`src/rtl/pipeline_stall_ctrl.sv`:
```
// pipeline_stall_ctrl
//   Central stall/flush sequencer for a 5-stage MIPS pipeline. Merges the
//   ID-stage hazard flag, the EXE-stage branch-taken flag and the MEM-stage
//   SRAM handshake into freeze/bubble/flush controls, watches multi-cycle SRAM
//   waits with a watchdog, and keeps saturating stall/flush counters.
// Ports
//   clk, rst        rising-edge clock, asynchronous active-high reset
//   hazard_det      ID instruction must stall
//   branch_taken    EXE-stage branch/jump resolved taken
//   mem_r_en/w_en   MEM stage read/write request
//   sram_ready      SRAM done this cycle (only meaningful with a request)
//   freeze_pc       hold PC
//   freeze_if_id    hold IF/ID
//   bubble_id_ex    load NOP into ID/EX
//   flush_if_id     clear IF/ID to NOP
//   freeze_back     hold ID/EX, EX/MEM and MEM/WB
//   ctrl_state      00 RUN, 01 MEM_WAIT, 10 ERROR
//   wd_error        sticky watchdog error
//   stall_cycles    saturating count of cycles with freeze_pc=1
//   flush_count     saturating count of cycles with flush_if_id=1
module pipeline_stall_ctrl #(
  parameter int unsigned CNT_W    = 16,
  parameter int unsigned WD_LIMIT = 255
) (
  input  logic             clk,
  input  logic             rst,
  input  logic             hazard_det,
  input  logic             branch_taken,
  input  logic             mem_r_en,
  input  logic             mem_w_en,
  input  logic             sram_ready,
  output logic             freeze_pc,
  output logic             freeze_if_id,
  output logic             bubble_id_ex,
  output logic             flush_if_id,
  output logic             freeze_back,
  output logic [1:0]       ctrl_state,
  output logic             wd_error,
  output logic [CNT_W-1:0] stall_cycles,
  output logic [CNT_W-1:0] flush_count
);

  localparam logic [1:0] ST_RUN      = 2'b00;
  localparam logic [1:0] ST_MEM_WAIT = 2'b01;
  localparam logic [1:0] ST_ERROR    = 2'b10;

  localparam int unsigned    WC_W    = $clog2(WD_LIMIT + 1);
  localparam logic [WC_W-1:0] WC_MAX  = WC_W'(WD_LIMIT);
  localparam logic [CNT_W-1:0] CNT_MAX = '1;

  logic [1:0]      state_q, state_d;
  logic [WC_W-1:0] wait_cnt_q, wait_cnt_d;
  logic            wd_error_q, wd_error_d;
  logic [CNT_W-1:0] stall_q, flush_q;

  logic mem_req, mem_stall;
  // Branch wins over hazard: the stalled ID instruction is flushed anyway.
  logic hz_stall;

  assign mem_req   = mem_r_en | mem_w_en;
  assign mem_stall = mem_req & ~sram_ready;
  assign hz_stall  = hazard_det & ~branch_taken;

  always_comb begin
    state_d      = state_q;
    wait_cnt_d   = wait_cnt_q;
    wd_error_d   = wd_error_q;
    freeze_pc    = 1'b0;
    freeze_if_id = 1'b0;
    bubble_id_ex = 1'b0;
    flush_if_id  = 1'b0;
    freeze_back  = 1'b0;

    case (state_q)
      ST_RUN: begin
        if (mem_stall) begin
          freeze_pc    = 1'b1;
          freeze_if_id = 1'b1;
          freeze_back  = 1'b1;
          state_d      = ST_MEM_WAIT;
          wait_cnt_d   = WC_W'(1);
        end else begin
          freeze_pc    = hz_stall;
          freeze_if_id = hz_stall;
          bubble_id_ex = branch_taken | hazard_det;
          flush_if_id  = branch_taken;
        end
      end
      ST_MEM_WAIT: begin
        // A dropped request releases the wait just like sram_ready.
        if (!mem_req || sram_ready) begin
          freeze_pc    = hz_stall;
          freeze_if_id = hz_stall;
          bubble_id_ex = branch_taken | hazard_det;
          flush_if_id  = branch_taken;
          state_d      = ST_RUN;
          wait_cnt_d   = '0;
        end else begin
          freeze_pc    = 1'b1;
          freeze_if_id = 1'b1;
          freeze_back  = 1'b1;
          if (wait_cnt_q < WC_MAX) begin
            wait_cnt_d = wait_cnt_q + 1'b1;
          end else begin
            state_d    = ST_ERROR;
            wd_error_d = 1'b1;
          end
        end
      end
      default: begin
        // ERROR (and the unused encoding) holds everything until reset.
        freeze_pc    = 1'b1;
        freeze_if_id = 1'b1;
        freeze_back  = 1'b1;
        state_d      = ST_ERROR;
      end
    endcase

    if (rst) begin
      freeze_pc    = 1'b0;
      freeze_if_id = 1'b0;
      bubble_id_ex = 1'b0;
      flush_if_id  = 1'b0;
      freeze_back  = 1'b0;
    end
  end

  always_ff @(posedge clk or posedge rst) begin
    if (rst) begin
      state_q    <= ST_RUN;
      wait_cnt_q <= '0;
      wd_error_q <= 1'b0;
      stall_q    <= '0;
      flush_q    <= '0;
    end else begin
      state_q    <= state_d;
      wait_cnt_q <= wait_cnt_d;
      wd_error_q <= wd_error_d;
      if (freeze_pc && (stall_q != CNT_MAX)) begin
        stall_q <= stall_q + 1'b1;
      end
      if (flush_if_id && (flush_q != CNT_MAX)) begin
        flush_q <= flush_q + 1'b1;
      end
    end
  end

  assign ctrl_state   = state_q;
  assign wd_error     = wd_error_q;
  assign stall_cycles = stall_q;
  assign flush_count  = flush_q;

endmodule
```
`config.mk`:
```
export PLATFORM = sky130hd
export DESIGN_NAME = pipeline_stall_ctrl
export DESIGN_NICKNAME = d
export VERILOG_FILES = /design/src/rtl/pipeline_stall_ctrl.sv
export SDC_FILE = /design/constraint.sdc
export NUM_CORES = 1
export LEC_CHECK = 0
export CORE_MARGIN = 1.5
export CORE_UTILIZATION = 25
export CTS_CLUSTER_DIAMETER = 150
export DETAILED_ROUTE_END_ITERATION = 16
export GPL_TIMING_DRIVEN = 0
export HOLD_SLACK_MARGIN = 0.03
export PLACE_DENSITY_LB_ADDON = 0.05
export SLEW_MARGIN = 5
export SYNTH_ARGS = -nofsm -noshare
export SYNTH_HDL_FRONTEND = slang
export SYNTH_SLANG_ARGS = --single-unit
```
`constraint.sdc`:
```
create_clock -name clk -period 2.7 [get_ports clk]
set_input_delay 0.675 -clock clk [delete_from_list [all_inputs] [get_ports clk]]
set_output_delay 0.675 -clock clk [all_outputs]
set_load 0.02 [all_outputs]
```
Word-level counts from Yosys, hierarchy flattened
Index checks and enable logic that the tools add are counted.

Flip-flop bits (word level): 43. Input port bits: 7. Output and inout bits: 40. Logic and storage cells: 56.

Add/subtract/negate cells: 3. Magnitude comparators: 1. Equality and inequality tests: 6. Multiplexer cells: 24. Bitwise operators: 8. Reduce and logical (&&, ||, !) cells: 9.

Operators by type and width (number): 16-bit by 1-bit adder with 16-bit output, second input constant (2); 16-bit != test, second input constant (2); 8-bit two-way mux (3); 8-bit one-hot mux with 2 select lines (1); 1-bit two-way mux (12); 8-bit by 1-bit adder with 8-bit output, second input constant (1); 8-bit less-than comparator, second input constant (1); 1-bit one-hot mux with 2 select lines (4); 2-bit two-way mux (3); 3-bit != test, second input constant (2); 3-bit AND reduction (2); 1-bit NOT (4); 2-bit one-hot mux with 2 select lines (1); 1-bit bitwise AND (2); 2-bit by 1-bit equality test with 1-bit output, second input constant (1); 1-bit logical AND (2); 2-bit zero test (1); 2-bit != test, second input constant (1); 1-bit OR (2); 2-bit AND reduction (1); 2-bit nonzero test (1); 1-bit zero test (1); 1-bit logical OR (1).

Logic depth before layout (Yosys ltp)
Word-level depth: 7. Mapped depth: 6. Gate-level depth less buffers: 6.

Least setup slack after synthesis
OpenSTA, ideal clock, no wires.

Kind: input to output. From: input port rst. To: output port freeze_pc. Arrival time: 2.337 ns. Data required time: 2.025 ns. Slack: -0.312 ns. Stages: 4. Buffers on the path: 1. Cells stage by stage: inv_1 > o31ai_2 > inv_1 > buf_4.

Cells in the longest elaborated chain, start to end: 1.

RTL lines: start, declared (line 26) `input logic rst,`; 1-bit two-way mux; end, declared (line 32) `output logic freeze_pc,`.

No other way between the ends.

Worst setup path after layout
From: input port sram_ready. To: output port bubble_id_ex.

Cells in the longest elaborated chain, start to end: 5. Elaborated cells on any way between the ends: 7. Those cells by class: 4 x mux; 2 x bitwise; 1 x reduce/logical.

RTL lines: start, declared (line 31) `input logic sram_ready,`; 1-bit NOT (line 61) `assign mem_stall = mem_req & ~sram_ready;`; 1-bit bitwise AND (line 61); 1-bit two-way mux (line 76) `if (mem_stall) begin`; 1-bit one-hot mux with 2 select lines * (line 74) `case (state_q)`; 1-bit two-way mux * (line 119) `if (rst) begin`; end, declared (line 34) `output logic bubble_id_ex,`.

Mark *: on every way between the ends. The rest lies on a longest branch, timed or not.

==> flow_metrics.py <==
metrics = {
    "sta": {
        "slew_headroom_pct": 24.50,
        "fin_crit_sh_pct": 96.48,
        "max_freq_ghz": 0.3839,
        "rsz0062_at_grt": "false",
        "worst_slew_pin_slew_ns": 1.126,
        "tns_ns": 0,
        "finalHoldViolCount": 0,
        "setup_viol": 0,
        "finalCriticalPeriod_ns": 2.605,
        "skew_ns": 0.008053,
        "maxSlewViolCount": 0,
        "timing.final.ws_setup_ns": 0.09502,
    },
    "synthesis": {
        "synth.top_cell.area_share_pct": 50.32,
        "synthFlopType": "dfrtp_1",
        "synth_most_common_cell": "dfrtp_1",
        "synthTopCellsByCount": "43 x dfrtp_1, 22 x xnor2_1, 17 x nand2_1",
        "synth_simple_gate_area_share_pct": 21.47,
        "ys_seq_elements": 43,
        "async_reset_ff_share_pct": 100.0,
        "ys_seq_area_share_pct": 50.32,
        "yosys.area_share.xor_xnor_pct": 11.47,
        "synthCells": 199,
        "synth_edf_count": 0,
        "synth.avg_cell_area_um2": 10.75,
        "synth_top_family_by_area": "simple AND/OR/NAND/NOR gates",
        "synth-compound-area-share_pct": 10.06,
        "synthTopCellsByArea": "dfrtp_1 50%, xnor2_1 9.0%, nand3_1 3.5%, nand2_1 3.0%, nand4_1 2.9%",
        "syn_nets": 209,
        "synthAdderAreaFrac_pct": 1.755,
        "ys_warn_count": 0,
        "synth.largest_area_cell": "dfrtp_1",
        "netlist_area_mm2": 0.002138,
        "synthDistinctLibCells": 45,
        "synth_mux_area_share_pct": 2.926,
    },
    "placed_design": {
        "gp_congestion": 0.7484,
        "numPortBuffers": 46,
        "place_area_mm2": 0.002734,
        "hpwl_mm": 3.448,
        "place_ws_ns": -1.514,
    },
    "power_and_ir_drop": {
        "p_switching_uw": 637.3,
        "powerDensity_mw_per_mm2": 649.6,
        "power_frac_seq_pct": 46.1,
        "power.share.switching_pct": 34.21,
        "totalPowerFinal_mw": 1.863,
        "combPwrFrac_pct": 30.4,
        "power.static_leakage_nw": 1.201,
        "internal-power_mw": 1.226,
        "pwr-share-clk_pct": 23.5,
        "ir_drop_v": 0.0002857,
    },
    "global_route": {
        "grt-busiest-layer": "met2",
        "grt_start_max_net_pins": 23,
        "grt_pass1_wl_mm": 8.535,
        "first_global_vias": 1638,
        "grt_overflow_total": 0,
        "grt_antenna_before_repair": 0,
        "grt_use_met1_pct": 17.86,
        "gr-usage-met3_pct": 3.110,
        "use_met2_pct": 18.09,
        "gr-usage-all-layers_pct": 12.38,
    },
    "cells_and_area": {
        "fin_area_mm2": 0.002868,
        "area_growth_pct": 34.11,
        "antenna_cells": 0,
        "drive_above_1_share_pct": 12.06,
        "nNetsFinal": 266,
        "fin_util_pct": 34.73,
    },
    "worst_hold_path": {
        "hold_class": "reg -> reg",
    },
    "clock_tree": {
        "cts_tree": "built",
        "cts_buffers": 5,
        "path_clk_slew_ns": 0.09,
        "htree_levels": 2,
        "root_buffer": "clkbuf_8",
        "cts_sinks": 43,
        "cts_buffer_depth": 2,
        "clock_latency_ns": 0.29,
    },
    "worst_setup_path": {
        "cp-start-kind": "input pin",
        "critPathKind": "in -> out",
        "path_delay_family": "buffers and inverters",
        "slowest_delay_ns": 0.48,
        "worstPathMaxFanout": 4,
        "critPathSlowestCell": "clkdlybuf4s50_1",
        "path_buf_inv": 2,
        "crit_path_end_kind": "primary output",
        "worstPathRequired_ns": 2.03,
        "cp_cell_sequence": "clkdlybuf4s50_1 -> o21ba_4 -> nor4_1 -> dlygate4sd2_1",
        "critPathArrivalTime_ns": 1.93,
    },
    "route": {
        "drt_pre_antenna_iters": 5,
        "routed_wl_mm": 5.135,
        "ant_nets": 0,
        "drc": 0,
        "drt-initial-drc-count": 32,
        "via_per_inst": 4.572,
        "routedWlPerCell_um": 14.19,
        "num_vias": 1655,
    },
    "outcome": {
        "status": "complete, no violations",
    },
    "floorplan": {
        "core_mm2": 0.008258,
        "start_util_pct": 25.89,
        "ios": 47,
        "die_x_um": 95.49,
        "rows": 33,
        "die-area_mm2": 0.009117,
        "die_y_um": 95.49,
    },
    "run": {
        "cap_violations": 0,
    },
}
## placed cells by master, fill, tap and decap left out, drive strengths merged, types with 2 or more instances in the layout
| master | netlist | layout |
|---|---|---|
| o21ai | 4 | 4 |
| dfrtp | 43 | 43 |
| clkinvlp | 0 | 3 |
| nor2b | 2 | 2 |
| nor4 | 2 | 2 |
| and2 | 3 | 3 |
| o22ai | 2 | 2 |
| nand4 | 11 | 11 |
| a22o | 3 | 3 |
| inv | 7 | 6 |
| nand2 | 17 | 17 |
| o31ai | 2 | 2 |
| xor2 | 6 | 6 |
| clkbuf | 1 | 9 |
| o21bai | 3 | 3 |
| ha | 3 | 3 |
| a21oi | 7 | 7 |
| a31oi | 3 | 3 |
| dlygate4sd2 | 0 | 5 |
| nand3 | 15 | 15 |
| nor2 | 12 | 12 |
| mux2 | 4 | 4 |
| buf | 2 | 5 |
| clkdlybuf4s50 | 0 | 38 |
| or3 | 2 | 2 |
| and3 | 6 | 6 |
| nor3 | 3 | 3 |
| and4 | 3 | 3 |
| xnor2 | 22 | 22 |
## final cells by class
class / count / area (µm²)
Clock inverter: 1 / 8.758
Tap cell: 105 / 131.4
Timing Repair Buffer: 48 / 462.9
Sequential cell: 43 / 1076
Multi-Input combinational cell: 146 / 1046
Clock buffer: 7 / 86.33
Buffer: 3 / 16.27
Fill cell: 864 / 5390
Inverter: 7 / 30.03
Timing Repair inverter: 2 / 10.01
## path summary, 6_finish.rpt
path / from / slack [ns] / depth (start not counted) / endpoint
max: sram_ready / 0.1 / 4 / bubble_id_ex
min: wd_error / 0.48 / 1 / wd_error
max reg2reg: stall_cycles[0] / 0.71 / 5 / stall_cycles[8]
min reg2reg: wd_error / 0.48 / 1 / wd_error
max in group asynchronous: rst / 1.20 / 2 / ctrl_state[0]
min in group asynchronous: rst / 0.75 / 2 / stall_cycles[13]
## metrics by stage
stage	cells	hold slack [ns]
finish	362	0.4845
global route	362	0.5055
CTS	362	0.4902
detailed placement	350	0.4686
global placement	350	0.4671
floorplan	199	0.4858
## flip-flops by register name, summed over array words and instances (netlist names)
register      cells
ctrl_state        2
flush_count      16
stall_cycles     16
wait_cnt_q        8
wd_error          1
## what timing repair did
item                       in CTS  in global routing
gates cloned                    2                  0
pin swaps                       1                  0
hold buffers                    0                  0
gates resized for setup        16                  2
buffers inserted                2                  0
setup endpoints to repair      21                  1
## power by group through the flow
stage / registers (mW) / logic, mW / clock network [mW]
detailed placement: 0.872 / 0.564 / 0
global route: 0.884 / 0.616 / 0.489
finish: 0.859 / 0.566 / 0.439
floorplan: 0.958 / 0.204 / 0
CTS: 0.862 / 0.572 / 0.460
global placement: 0.874 / 0.565 / 0
## cells by family after synthesis
kind of cell / Yosys count
buffers and inverters: 10
AND/OR/NAND/NOR: 80
AO/OA/AOI/OAI: 30
adder cells (fa/ha/maj): 3
multiplexers: 5
flip-flops: 43
XOR/XNOR: 28
## routing by layer
layer  routed length, µm  share of wire (%)
met5                   0                  0
met4                  46               0.90
met3                 230                4.5
met2                2185                 43
met1                2673                 52
Note: power is estimated with default switching activity, not from simulation.
